[config.mk]
export PLATFORM = sky130hd
export DESIGN_NAME = nibble_serial_add_ctrl
export DESIGN_NICKNAME = d
export VERILOG_FILES = /design/src/rtl/nibble_serial_add_ctrl_pkg.sv /design/src/rtl/nibble_serial_add_ctrl_adder.sv /design/src/rtl/nibble_serial_add_ctrl.sv
export SDC_FILE = /design/constraint.sdc
export NUM_CORES = 1
export LEC_CHECK = 0
export ABC_CLOCK_PERIOD_IN_PS = 8100
export BUFFER_PORTS_ARGS = -buffer_cell sky130_fd_sc_hd__buf_4
export CAP_MARGIN = 15
export CORE_MARGIN = 2
export CORE_UTILIZATION = 35
export CTS_BUF_LIST = sky130_fd_sc_hd__clkbuf_16
export DETAILED_ROUTE_END_ITERATION = 8
export HOLD_SLACK_MARGIN = 0.1
export PLACE_DENSITY_LB_ADDON = 0.05
export SETUP_SLACK_MARGIN = 0.2
export SYNTH_ARGS = -nofsm -noshare
export SYNTH_HDL_FRONTEND = slang
export SYNTH_HIERARCHICAL = 1
export SYNTH_SLANG_ARGS = --single-unit
[constraint.sdc]
create_clock -name clk -period 8.1 [get_ports clk]
set_input_delay 0.405 -clock clk [delete_from_list [all_inputs] [get_ports clk]]
set_output_delay 0.405 -clock clk [all_outputs]
set_load 0.05 [all_outputs]
[src/rtl/nibble_serial_add_ctrl_pkg.sv]
// Shared types and constants for the nibble-serial add/subtract sequencer.
package nibble_serial_add_ctrl_pkg;

    localparam int NIBBLE_W = 4;

    typedef enum logic [1:0] {
        ST_IDLE = 2'd0,
        ST_RUN  = 2'd1,
        ST_DONE = 2'd2
    } state_e;

    // Index counter width; a single-nibble build still needs a 1-bit counter.
    function automatic int idx_w(input int n);
        return (n <= 1) ? 1 : $clog2(n);
    endfunction

endpackage

[src/rtl/nibble_serial_add_ctrl_adder.sv]
// Shared 4-bit ripple-carry datapath used once per nibble by the sequencer.
module four_bit_parallel_addr
    import nibble_serial_add_ctrl_pkg::*;
(
    input  logic [NIBBLE_W-1:0] a,
    input  logic [NIBBLE_W-1:0] b,
    input  logic                cin,
    output logic [NIBBLE_W-1:0] s,
    output logic                cout
);

    logic [NIBBLE_W:0] c;

    assign c[0] = cin;

    for (genvar i = 0; i < NIBBLE_W; i++) begin : g_bit
        assign s[i]   = a[i] ^ b[i] ^ c[i];
        assign c[i+1] = (a[i] & b[i]) | (c[i] & (a[i] ^ b[i]));
    end

    assign cout = c[NIBBLE_W];

endmodule

[src/rtl/nibble_serial_add_ctrl.sv]
// Multi-word add/subtract sequencer: one shared 4-bit adder, one nibble per clock,
// carry chained through a register, valid/ready on both request and result sides.
module nibble_serial_add_ctrl
    import nibble_serial_add_ctrl_pkg::*;
#(
    parameter int NIBBLES = 4
) (
    input  logic                        clk,
    input  logic                        rst,
    input  logic                        start_valid,
    output logic                        start_ready,
    input  logic [NIBBLE_W*NIBBLES-1:0] a,
    input  logic [NIBBLE_W*NIBBLES-1:0] b,
    input  logic                        cin,
    input  logic                        sub,
    output logic                        res_valid,
    input  logic                        res_ready,
    output logic [NIBBLE_W*NIBBLES-1:0] sum,
    output logic                        carry,
    output logic                        overflow,
    output logic                        busy
);

    localparam int W  = NIBBLE_W * NIBBLES;
    localparam int IW = idx_w(NIBBLES);
    localparam logic [IW-1:0] IDX_LAST = IW'(NIBBLES - 1);

    state_e          state_q, state_d;
    logic [IW-1:0]   idx_q, idx_d;
    logic [W-1:0]    a_q, a_d;
    logic [W-1:0]    b_q, b_d;
    logic [W-1:0]    acc_q, acc_d;
    logic            cr_q, cr_d;
    logic [W-1:0]    sum_q, sum_d;
    logic            co_q, co_d;
    logic            ov_q, ov_d;

    logic [NIBBLE_W-1:0] nib_a, nib_b, nib_s;
    logic                nib_co;

    assign nib_a = a_q[int'(idx_q)*NIBBLE_W +: NIBBLE_W];
    assign nib_b = b_q[int'(idx_q)*NIBBLE_W +: NIBBLE_W];

    four_bit_parallel_addr u_adder (
        .a    (nib_a),
        .b    (nib_b),
        .cin  (cr_q),
        .s    (nib_s),
        .cout (nib_co)
    );

    always_comb begin
        state_d = state_q;
        idx_d   = idx_q;
        a_d     = a_q;
        b_d     = b_q;
        acc_d   = acc_q;
        cr_d    = cr_q;
        sum_d   = sum_q;
        co_d    = co_q;
        ov_d    = ov_q;
        case (state_q)
            ST_IDLE: begin
                if (start_valid) begin
                    a_d     = a;
                    b_d     = sub ? ~b : b;
                    cr_d    = sub ? 1'b1 : cin;
                    acc_d   = '0;
                    idx_d   = '0;
                    state_d = ST_RUN;
                end
            end
            ST_RUN: begin
                acc_d[int'(idx_q)*NIBBLE_W +: NIBBLE_W] = nib_s;
                cr_d = nib_co;
                if (idx_q == IDX_LAST) begin
                    // Publish the result only at the final edge so outputs stay frozen mid-run.
                    sum_d   = acc_d;
                    co_d    = nib_co;
                    ov_d    = (a_q[W-1] == b_q[W-1]) && (nib_s[NIBBLE_W-1] != a_q[W-1]);
                    idx_d   = '0;
                    state_d = ST_DONE;
                end else begin
                    idx_d = idx_q + 1'b1;
                end
            end
            ST_DONE: begin
                if (res_ready) state_d = ST_IDLE;
            end
            default: state_d = ST_IDLE;
        endcase
    end

    always_ff @(posedge clk or posedge rst) begin
        if (rst) begin
            state_q <= ST_IDLE;
            idx_q   <= '0;
            a_q     <= '0;
            b_q     <= '0;
            acc_q   <= '0;
            cr_q    <= 1'b0;
            sum_q   <= '0;
            co_q    <= 1'b0;
            ov_q    <= 1'b0;
        end else begin
            state_q <= state_d;
            idx_q   <= idx_d;
            a_q     <= a_d;
            b_q     <= b_d;
            acc_q   <= acc_d;
            cr_q    <= cr_d;
            sum_q   <= sum_d;
            co_q    <= co_d;
            ov_q    <= ov_d;
        end
    end

    assign start_ready = (state_q == ST_IDLE);
    assign res_valid   = (state_q == ST_DONE);
    assign busy        = (state_q != ST_IDLE);
    assign sum         = sum_q;
    assign carry       = co_q;
    assign overflow    = ov_q;

endmodule

* Word level (Yosys, flattened, before mapping)
Index checks and enable logic that the tools add are counted.
Word-level totals: word-level logic and storage cells 66, bits in registers 71, bits of input ports 38
Operators by class: shift operators 4, bitwise operators 21, equality and inequality tests 8, reductions and logical operators 8, add/subtract/negate cells 2, muxes and demuxes 14
Operators with widths (count):
- $neg 4->33 | 1
- $shift 4x33->16 const A | 1
- $shiftx 4x33->16 | 1
- $mux 16 | 2
- $pmux 16 s2 | 1
- $shiftx 16x5->4 | 2
- $bwmux 16 | 1
- $not 16->16 | 1
- $mux 2 | 5
- $and 1x1->1 | 8
- $xor 1x1->1 | 8
- $pmux 2 s3 | 1
- $reduce_and 2->1 | 3
- $eq 2x2->1 const B | 2
- $ne 2x2->1 const B | 2
- $or 1x1->1 | 4
- $pmux 2 s2 | 1
- $reduce_bool 2->1 | 2
- $reduce_and 3->1 | 1
- $add 2x1->2 const B | 1
- $eq 2x1->1 const B | 1
- $logic_not 2->1 | 1
- $mux 1 | 2
- $ne 2x1->1 const B | 1
- 4 further kinds | 4

* Depth between registers and ports, before layout
word-level depth 12, depth in mapped cells 14

* By module
The synthesis kept the hierarchy.
By module, submodules not included:
- nibble_serial_add_ctrl | times used 1, area each 3402.0 µm², cells each 297, seq. area each 1776.7 µm²
- four_bit_parallel_addr | times used 1, area each 117.6 µm², cells each 14, seq. area each 0.0 µm²

* Worst setup path after synthesis
OpenSTA, ideal clock, no wires.
path type register -> register, from reg idx_q[0], to reg ov_q (netlist: overflow), data required time 7974 ps, slack 4654 ps, path buffers 2, stages on the path, launching flop included 15, arrival time 3320 ps, setup time 126 ps, path through dfrtp_1 > buf_4 > mux4_2 > fa_1 > inv_1 > fa_1 > inv_1 > fa_1 > inv_1 > fa_1 > inv_1 > clkbuf_1 > and3b_1 > a21oi_1 > a21oi_1
On the way: cells in the longest elaborated chain, start to end 11, elaborated cells on any way between the ends 20, classes of those cells eq/ne (2); shift (2); bitwise (14); reduce/logical (2)
RTL lines:
- start: declaration | RTL line nibble_serial_add_ctrl.sv:29 | logic [IW-1:0] idx_q, idx_d;
- start signal: assignment | RTL line nibble_serial_add_ctrl.sv:107 | idx_q <= idx_d;
- $shiftx 16x5->4 * | RTL line nibble_serial_add_ctrl.sv:41 | assign nib_a = a_q[int'(idx_q)*NIBBLE_W +: NIBBLE_W];
- via nib_a[0] | RTL line nibble_serial_add_ctrl.sv:38 | logic [NIBBLE_W-1:0] nib_a, nib_b, nib_s;
- $xor 1x1->1 | RTL line nibble_serial_add_ctrl_adder.sv:18 | assign c[i+1] = (a[i] & b[i]) | (c[i] & (a[i] ^ b[i]));
- $and 1x1->1 | RTL line nibble_serial_add_ctrl_adder.sv:18
- $or 1x1->1 * | RTL line nibble_serial_add_ctrl_adder.sv:18
- $and 1x1->1 * | RTL line nibble_serial_add_ctrl_adder.sv:18
- $or 1x1->1 * | RTL line nibble_serial_add_ctrl_adder.sv:18
- $and 1x1->1 * | RTL line nibble_serial_add_ctrl_adder.sv:18
- $or 1x1->1 * | RTL line nibble_serial_add_ctrl_adder.sv:18
- $xor 1x1->1 * | RTL line nibble_serial_add_ctrl_adder.sv:17 | assign s[i] = a[i] ^ b[i] ^ c[i];
- via nib_s[3] | RTL line nibble_serial_add_ctrl.sv:38
- $ne 1x1->1 * | RTL line nibble_serial_add_ctrl.sv:80 | ov_d = (a_q[W-1] == b_q[W-1]) && (nib_s[NIBBLE_W-1] != a_q[W-1]);
- $logic_and 1x1->1 * | RTL line nibble_serial_add_ctrl.sv:80
- end signal: assignment | RTL line nibble_serial_add_ctrl.sv:114 | ov_q <= ov_d;
- end: declaration | RTL line nibble_serial_add_ctrl.sv:36 | logic ov_q, ov_d;
The timed path passes the listed nets; every way through them passes the cells marked *. A chain may end at the register's enable or synchronous reset.

* Worst setup path in the final report
Ends and elaborated chain as after synthesis.

==> metrics.cfg <==
[hold_path]
whs_endpoint = a_q[1]
hold_depth = 2
hp-start = a[1]
hp-class = in2reg

[worst_setup_path]
crit_start = idx_q[0]
r2r.worst_path.cells = 12
critPathArrivalTime_ns = 3.97
crit_path_max_fanout = 17
cp-start-kind = register
rrSetupSlack_ns = 4.31
r2r-start = idx_q[0]
worstPathRequired_ns = 8.28
crit_chain = mux4_2 -> fa_1 -> inv_1 -> fa_1 -> inv_1 -> fa_1 -> inv_1 -> fa_1 -> inv_1 -> and3b_1 -> a21oi_1 -> a21oi_1
rr_endpoint = overflow
worstSetupPathType = reg2reg
slowest_stage = dfrtp_1
crit_buf_inv = 4
crit_family = adder cells
crit_path_end_kind = register
crit_path_max_incr_delay_ns = 0.81

[cts]
cts_root_buffer = clkbuf_16
cts_hold_buf = 0
path_clk_slew_ns = 0.06
htreeDepth = 3
clock-sinks = 71
clock_latency_ns = 0.32
clockBufferDepth = 2
cts_tree = built
post_cts_buffers = 0
cts_resized = 0
cts_buffers = 9

[grt]
grt_pass1_vias = 2445
antenna_found_initial = 0
grtUsageTotal_pct = 14.9
grt_pass1_wl_um = 12900
overflow = 0
grt_max_degree = 72

[route]
vias_per_cell = 4.88
drtPass1Iterations = 4
vias = 2440
postRouteAntennaNets = 0
drt_iter0_markers = 94
drt_wl_total_um = 7810
drc_errors = 0
wl_per_cell_um = 15.6

[timing]
whs_ns = 0.306
fin_crit_sh_pct = 46.8
worstMarginPinSlew_ns = 0.924
finalSetupViolCount = 0
totalNegativeSetupSlack_ns = 0
fmax_ghz = 0.264
hold_violations = 0
setup_slack_ns = 4.31
max-slew-margin-rel_pct = 38.4
slew_violations = 0
rsz0062_at_grt = false
fin_skew_ns = 0.00864
min_period_ns = 3.79

[logic_synthesis]
avgSynthCellArea_um2 = 11.3
postSynthCellCount = 311
ys_seq_area_share_pct = 50.5
ys.flop_type = dfrtp_1
synth_seq_cells = 71
synth_edf_count = 0
synth_cell_types = 35
synth_warnings = 6
async_flop_share_pct = 100
synth_nets = 359
syn_area_um2 = 3520

[final_layout]
area_delta_synth_final_pct = 22.3
antenna_cells = 0
drive_gt1_share_pct = 28.6
fin_nets = 411

[die]
die_x_um = 104
fp.coreArea_um2 = 9770
dieArea_um2 = 10900
dieHeight_um = 104
io_pins = 59
rows = 36
initial_core_util_pct = 36.0

[placement]
routabilityCongestion = 0.724
place_ws_ns = 4.27
dp_hpwl_um = 5240
port_buffers = 58

[flow_run]
drv_cap = 0

[status]
status = completed

stage by stage:
stage	util, %	instances	area, um^2
final	44.0	500	4310
after detailed placement	41.2	485	4030
after CTS	44.0	500	4310
after floorplan	-	311	3520
after global placement	41.2	485	4030
after global routing	44.0	500	4310
worst max path at each step:
stage                     to  slack (ns)  depth (start not counted)
global route        overflow        4.01                         12
global placement    overflow        4.31                         12
detailed placement  overflow        4.27                         12
floorplan           overflow        4.65                         14
finish              overflow        4.31                         12
CTS                 overflow        4.26                         12
per-layer routing:
layer | up-vias | track usage, % | wire [um]
li1 | 1192 | - | -
met1 | 1190 | 20.6 | 3750
met2 | 54 | 22.7 | 3710
met3 | 4 | 3.76 | 285
met4 | 0 | 5.21 | 61
met5 | - | 0 | 0
synth_stat cells, types with 5 or more instances:
master,n,share of area (%)
dfrtp_1,71,50
a21oi_1,44,6.3
nor2_1,37,3.9
inv_1,20,2.1
mux2_2,16,5.1
xnor2_1,16,4.0
buf_2,13,1.8
a32o_1,12,3.4
nor2b_1,10,1.8
mux4_2,8,5.1
buf_4,6,1.3
ha_1,6,2.1
nand2_1,5,0.53
o21ai_0,5,0.71
layout by cell type, fill, tap and decap left out, types with 2 or more instances in the layout:
cell	synthesis	final
ha_1	6	6
nand2b_1	3	3
o21ai_0	5	5
fa_1	4	4
clkbuf_16	0	9
mux2_2	16	16
a32oi_1	4	4
inv_1	20	21
a32o_1	12	12
a21oi_1	44	44
nor4bb_1	2	2
xnor2_1	16	16
nand3_1	4	4
and3b_1	2	2
a21o_1	4	4
clkinv_2	0	2
dfrtp_1	71	71
a2bb2oi_1	4	4
mux4_2	8	8
nand2_1	5	5
nor2b_1	10	10
o31ai_1	2	2
nor2_1	37	37
buf_4	6	64
sequential cells by signal, indices dropped and copies added, names as in the netlist, 2 cells and up:
name     count
state_q      2
a_q         16
sum         16
acc_q       16
idx_q        2
b_q         16
area by class of cell:
cell class / instances / area, um^2
fillers: 934 / 5470
clock buffers: 9 / 225
inverters: 20 / 75.1
well taps: 133 / 166
clock inverters: 6 / 55.1
flip-flops and latches: 71 / 1780
multi-input cells: 197 / 1530
repair buffers: 64 / 480
cell families after synthesis:
logic type | after synthesis | share of synthesized area (%)
xor gates and xnor gates | 16 | 3.98
muxes | 25 | 10.6
and+or+nand+nor | 69 | 10.2
AOI/OAI and AO/OA | 77 | 14.2
buffers and inverters | 43 | 6.15
DFF | 71 | 50.5
adders and majority gates | 10 | 4.41
worst reg2reg max path: cells and delay by family (launching register included):
family	cells	cell delay, ns
DFF	1	0.81
and+or+nand+nor	1	0.22
adders and majority gates	4	1.33
muxes	1	0.62
AOI/OAI and AO/OA	2	0.19
buffers and inverters	4	0.49
Power is not shown: default switching activity piles up to over one toggle a cycle in this logic, so the estimate is an artifact.
